$ cat config.mk
export PLATFORM = sky130hd
export DESIGN_NAME = sort16_frame_ctrl
export DESIGN_NICKNAME = d
export VERILOG_FILES = /design/src/rtl/sort16_frame_ctrl.sv
export SDC_FILE = /design/constraint.sdc
export NUM_CORES = 1
export LEC_CHECK = 0
export CORE_MARGIN = 5
export CORE_UTILIZATION = 33
export CTS_BUF_LIST = sky130_fd_sc_hd__clkbuf_8
export DETAILED_ROUTE_END_ITERATION = 16
export DONT_BUFFER_PORTS = 1
export HOLD_SLACK_MARGIN = 0.05
export PLACE_DENSITY = 0.47
export SYNTH_ARGS = -nofsm -noshare
export SYNTH_HDL_FRONTEND = slang
export SYNTH_SLANG_ARGS = --single-unit
$ cat constraint.sdc
create_clock -name clk -period 2.17 [get_ports clk]
set_input_delay 0.3255 -clock clk [delete_from_list [all_inputs] [get_ports clk]]
set_output_delay 0.3255 -clock clk [all_outputs]
set_load 0.02 [all_outputs]
$ cat src/rtl/sort16_frame_ctrl.sv
// -----------------------------------------------------------------------------
// sort16_frame_ctrl
//
// Frame sequencer for the top-16 sort/sum stage. It clears the sorter before
// every frame, streams accepted samples into it, waits for the sorter's
// register latency (data regs, then the registered sum), and then holds the
// frame result behind a valid/ready handshake until it is consumed.
//
// Optional feature macro: SORT16_FRAME_TIMEOUT_EN
//   defined   : an idle counter closes a started frame after TIMEOUT_CYC
//               consecutive cycles without a sample; out_timeout flags it.
//   undefined : frames end only on in_last; out_timeout is tied to 0.
//
// Ports
//   clk          sole clock, rising edge
//   synrst       synchronous active-high reset
//   in_valid     sample present
//   in_data      unsigned sample [W-1:0]
//   in_last      last sample of the frame (qualified by in_valid)
//   in_ready     sample accepted when in_valid & in_ready
//   sort_rst     sorter synrst
//   sort_en      sorter DataEn
//   sort_data    sorter DataIn
//   sort_max     sorter DataMax [W-1:0]
//   sort_sum     sorter DataSumOut [W+3:0], registered one cycle after its data
//   out_valid    frame result available
//   out_ready    result consumed when out_valid & out_ready
//   out_max      captured sort_max
//   out_sum      captured sort_sum
//   out_mean     floor(out_sum / 16)
//   out_count    accepted samples in frame, saturating at 16'hFFFF
//   out_short    frame had fewer than 16 samples (sum includes zero slots)
//   out_timeout  frame closed by idle timeout rather than in_last
// -----------------------------------------------------------------------------
module sort16_frame_ctrl #(
    parameter int W           = 12,
    parameter int TIMEOUT_CYC = 1024
) (
    input  logic         clk,
    input  logic         synrst,
    input  logic         in_valid,
    input  logic [W-1:0] in_data,
    input  logic         in_last,
    output logic         in_ready,
    output logic         sort_rst,
    output logic         sort_en,
    output logic [W-1:0] sort_data,
    input  logic [W-1:0] sort_max,
    input  logic [W+3:0] sort_sum,
    output logic         out_valid,
    input  logic         out_ready,
    output logic [W-1:0] out_max,
    output logic [W+3:0] out_sum,
    output logic [W-1:0] out_mean,
    output logic [15:0]  out_count,
    output logic         out_short,
    output logic         out_timeout
);

    typedef enum logic [2:0] {
        S_CLEAR  = 3'd0,
        S_RUN    = 3'd1,
        S_DRAIN1 = 3'd2,
        S_DRAIN2 = 3'd3,
        S_HOLD   = 3'd4
    } state_t;

    state_t       state_q, state_d;
    logic [15:0]  count_q, count_d;
    logic         out_valid_q, out_valid_d;
    logic [W-1:0] out_max_q, out_max_d;
    logic [W+3:0] out_sum_q, out_sum_d;
    logic [15:0]  out_count_q, out_count_d;
    logic         out_short_q, out_short_d;
    logic         accept;

`ifdef SORT16_FRAME_TIMEOUT_EN
    localparam int IDLE_W = $clog2(TIMEOUT_CYC + 1);
    localparam logic [IDLE_W-1:0] IDLE_LAST = IDLE_W'(TIMEOUT_CYC - 1);

    logic [IDLE_W-1:0] idle_q, idle_d;
    logic              timeout_q, timeout_d;
    logic              out_timeout_q, out_timeout_d;
`else
    // Parameter only matters when the idle timeout is built in.
    logic timeout_cfg_unused;
    assign timeout_cfg_unused = (TIMEOUT_CYC > 0);
`endif

    // in_ready depends on state only, never on in_valid/out_ready.
    assign in_ready  = (state_q == S_RUN);
    assign accept    = in_valid & in_ready;
    assign sort_en   = accept;
    assign sort_data = in_data;
    assign sort_rst  = synrst | (state_q == S_CLEAR);

    assign out_valid = out_valid_q;
    assign out_max   = out_max_q;
    assign out_sum   = out_sum_q;
    assign out_mean  = out_sum_q[W+3:4];
    assign out_count = out_count_q;
    assign out_short = out_short_q;
`ifdef SORT16_FRAME_TIMEOUT_EN
    assign out_timeout = out_timeout_q;
`else
    assign out_timeout = 1'b0;
`endif

    always_comb begin
        state_d     = state_q;
        count_d     = count_q;
        out_valid_d = out_valid_q;
        out_max_d   = out_max_q;
        out_sum_d   = out_sum_q;
        out_count_d = out_count_q;
        out_short_d = out_short_q;
`ifdef SORT16_FRAME_TIMEOUT_EN
        idle_d        = idle_q;
        timeout_d     = timeout_q;
        out_timeout_d = out_timeout_q;
`endif
        case (state_q)
            S_CLEAR: begin
                count_d = '0;
`ifdef SORT16_FRAME_TIMEOUT_EN
                idle_d    = '0;
                timeout_d = 1'b0;
`endif
                state_d = S_RUN;
            end
            S_RUN: begin
                if (accept) begin
                    // Count saturates; the sorter keeps taking samples.
                    count_d = (count_q == 16'hFFFF) ? count_q : count_q + 16'd1;
`ifdef SORT16_FRAME_TIMEOUT_EN
                    idle_d = '0;
`endif
                    if (in_last) begin
                        state_d = S_DRAIN1;
                    end
                end
`ifdef SORT16_FRAME_TIMEOUT_EN
                // A frame with no samples yet never times out; count only
                // returns to zero through CLEAR, so it marks a started frame.
                else if (count_q != 16'd0) begin
                    idle_d = idle_q + IDLE_W'(1);
                    if (idle_q == IDLE_LAST) begin
                        timeout_d = 1'b1;
                        state_d   = S_DRAIN1;
                    end
                end
`endif
            end
            S_DRAIN1: begin
                state_d = S_DRAIN2;
            end
            S_DRAIN2: begin
                // sort_sum has settled by now (data regs, then sum reg).
                out_valid_d = 1'b1;
                out_max_d   = sort_max;
                out_sum_d   = sort_sum;
                out_count_d = count_q;
                out_short_d = (count_q < 16'd16);
`ifdef SORT16_FRAME_TIMEOUT_EN
                out_timeout_d = timeout_q;
`endif
                state_d = S_HOLD;
            end
            S_HOLD: begin
                if (out_ready) begin
                    out_valid_d = 1'b0;
                    state_d     = S_CLEAR;
                end
            end
            default: begin
                state_d = S_CLEAR;
            end
        endcase
    end

    always_ff @(posedge clk) begin
        if (synrst) begin
            state_q     <= S_CLEAR;
            count_q     <= '0;
            out_valid_q <= 1'b0;
            out_max_q   <= '0;
            out_sum_q   <= '0;
            out_count_q <= '0;
            out_short_q <= 1'b0;
`ifdef SORT16_FRAME_TIMEOUT_EN
            idle_q        <= '0;
            timeout_q     <= 1'b0;
            out_timeout_q <= 1'b0;
`endif
        end else begin
            state_q     <= state_d;
            count_q     <= count_d;
            out_valid_q <= out_valid_d;
            out_max_q   <= out_max_d;
            out_sum_q   <= out_sum_d;
            out_count_q <= out_count_d;
            out_short_q <= out_short_d;
`ifdef SORT16_FRAME_TIMEOUT_EN
            idle_q        <= idle_d;
            timeout_q     <= timeout_d;
            out_timeout_q <= out_timeout_d;
`endif
        end
    end

endmodule

==> flow_metrics.tcl <==
set metrics [dict create \
    grt_antenna_before_repair 0 \
    end_kind "flop" \
    synth_top_area_frac 0.4416 \
    final_max_slew_viol_count 0 \
    io_buffers 0 \
    rsz0062_at_grt "false" \
    grt_pass1_vias 2217 \
    cts_made_buffers 9 \
    synth_cells 354 \
    synth-xor-area-share 0 \
    yosys.area_share.simple 0.2684 \
    wl_per_cell_um 16.39 \
    synthToLayoutAreaGrowth_pct 6.794 \
    track_usage 0.1361 \
    start_kind "flop" \
    synthesis.nets 400 \
    cts_tree "yes" \
    core.rowCount 34 \
    period_share 0.9169 \
    die_h_um 104.5 \
    dr_total_vias 2316 \
    syn_area_per_cell_um2 8.324 \
    synth_edf_count 0 \
    critPathMaxFanout 7 \
    place.gp.congestion 0.8192 \
    core_um2 8721 \
    ys_seq_area_frac 0.4416 \
    crit_type "reg2reg" \
    ys_async_sr_fraction 0 \
    cts-root-buf "clkbuf_8" \
    synth.area.top_cells "dfxtp_1 44%, nand2_1 12%, a21oi_1 8.0%, buf_4 7.1%, a22o_1 2.1%" \
    cts_max_level 3 \
    synth_top_family_by_area "simple AND/OR/NAND/NOR gates" \
    timing.final.hold_violations 0 \
    synth_compound_area_frac 0.1656 \
    synth_cell_types 47 \
    synthAdderAreaFrac 0.004246 \
    status "completed" \
    setup_slack_ps 180.4 \
    skew_ps 5.946 \
    start_util 0.3379 \
    diodes 0 \
    power_density_nw_per_um2 808.2 \
    fmax_ghz 0.5026 \
    yosys_warnings 0 \
    cp_top_family "simple AND/OR/NAND/NOR gates" \
    dr.pass1.iters 4 \
    required_ps 2390 \
    grt.overflow.total 0 \
    dieArea_um2 10920 \
    worstPathArrival_ps 2210 \
    final_layout_size_suffix_gt1_frac 0.1369 \
    drt-initial-drc-count 129 \
    leakage_uw 0.001122 \
    yosysTopAreaCell "dfxtp_1" \
    io_pins 119 \
    vias_per_cell 5.216 \
    clkTransAtPathRegs_ps 70 \
    setup_viol 0 \
    hp-class "in2reg" \
    clk_path_buf_depth 2 \
    drc 0 \
    ir_drop_v 0.0003518 \
    path_cells "ha_1 > nand3_2 > o41ai_2 > buf_4 > nor4_1 > or3_1" \
    fin_crit_ps 1990 \
    max_stage_delay_ps 430 \
    wl_um 7276 \
    synthesis.area_um2 2947 \
    max-cap-violations 0 \
    grt_pass1_wl_um 11940 \
    place_ws_ps 211.5 \
    critPathBufInv 1 \
    ys_ff_latch 65 \
    nets 378 \
    whs_ps 111.2 \
    die_width_um 104.5 \
    hpwlAfterDp_um 5045 \
    clk_latency_ps 340 \
    synth_top_flop_cell "dfxtp_1" \
    finalSetupTns_ps 0 \
    drtAntennaViolNets 0 \
    clkSinkCount 65 \
    grt_max_degree 50 \
    slowest_stage "dfxtp_1" \
    synth_mux_area_frac 0.01104 \
]
==> layer usage <==
| metal | vias up | track usage | wire (um) |
|---|---|---|---|
| met3 | 15 | 0.06083 | 662 |
| met1 | 1065 | 0.1788 | 3357 |
| met2 | 79 | 0.1869 | 3107 |
| li1 | 1157 | - | - |
| met4 | 0 | 0.06753 | 148 |
| met5 | - | 0 | 0 |
==> repair_timing <==
action,in CTS,in global routing
setup endpoints to repair,0,2
buffers inserted,0,3
hold buffers,1,0
resized for setup,0,1
endpoints found under the hold margin,49,0
==> placed cells by master (no fill, tap or decap), drive strengths merged, types with 3 or more instances in the layout <==
| cell type | instances |
|---|---|
| a21oi | 47 |
| and2 | 3 |
| o22a | 5 |
| and3 | 4 |
| nor3 | 7 |
| o21ai | 5 |
| clkbuf | 12 |
| nor2 | 6 |
| nand3 | 10 |
| nand2 | 94 |
| nor3b | 3 |
| dfxtp | 65 |
| a22o | 7 |
| nand4 | 7 |
| buf | 18 |
| nor4 | 9 |
==> cell families after synthesis <==
| family | after synthesis |
|---|---|
| fa+ha+maj | 1 |
| compound gates | 75 |
| flops | 65 |
| other cells | 1 |
| mux | 3 |
| buf+inv | 52 |
| simple gates | 157 |
==> worst register-to-register path, stage by stage, from the launching register on <==
cell and delay (ps):
dfxtp_1 430, ha_1 260, nand3_2 180, o41ai_2 370
buf_4 210, nor4_1 50, or3_1 370
==> worst paths after layout <==
| kind | from | to | slack [ps] | depth (start not counted) |
|---|---|---|---|---|
| hold / removal | sort_sum[3] | out_sum[3] | 110 | 2 |
| setup reg to reg | count_q[1] | count_q[6] | 180 | 6 |
| setup / recovery | count_q[1] | count_q[6] | 180 | 6 |
| hold reg to reg | count_q[13] | out_count[13] | 530 | 2 |
==> stage by stage <==
stage	cell area, um2	total power (uW)	instances	utilization
floorplan	2947	1394	354	-
global placement	2873	1374	425	0.3294
detailed placement	2873	1374	425	0.3294
CTS	3122	2597	441	0.3580
global route	3147	2671	444	0.3608
finish	3147	2543	444	0.3608
==> registers in the layout, indices dropped and copies added, names as in the netlist <==
signal / count
count_q: 16
out_count: 16
out_sum: 16
out_max: 12
state_q: 3
out_short: 1
out_valid: 1
==> power by group <==
group	switching (uW)	internal [uW]	total, uW
Sequential	31.1	1210	1240
Combinational	79.3	52.1	131
Clock	444	731	1170
Total	554	1990	2540
==> Yosys cell counts, drive strengths merged (2+ instances only) <==
master	count
nor2	6
nor2b	2
nand3	10
or4	2
and4b	2
nand2	94
and3	4
a21o	2
a221o	2
o21ai	5
nor4	9
nor3b	3
o22a	5
mux2	2
nor3	7
dfxtp	65
nand4	7
a21oi	47
o41ai	2
clkbuf	14
buf	37
and2	3
and4	2
a22o	7
==> layout make-up <==
class	count	area [um2]
sequential	65	1301
tap	108	135.1
clock inverter	3	63.81
clock buffer	12	165.2
timing repair buffer	18	147.6
inverter	1	3.754
multi-input combinational	237	1330
fill	918	5574
(Power assumes the default switching activity.)
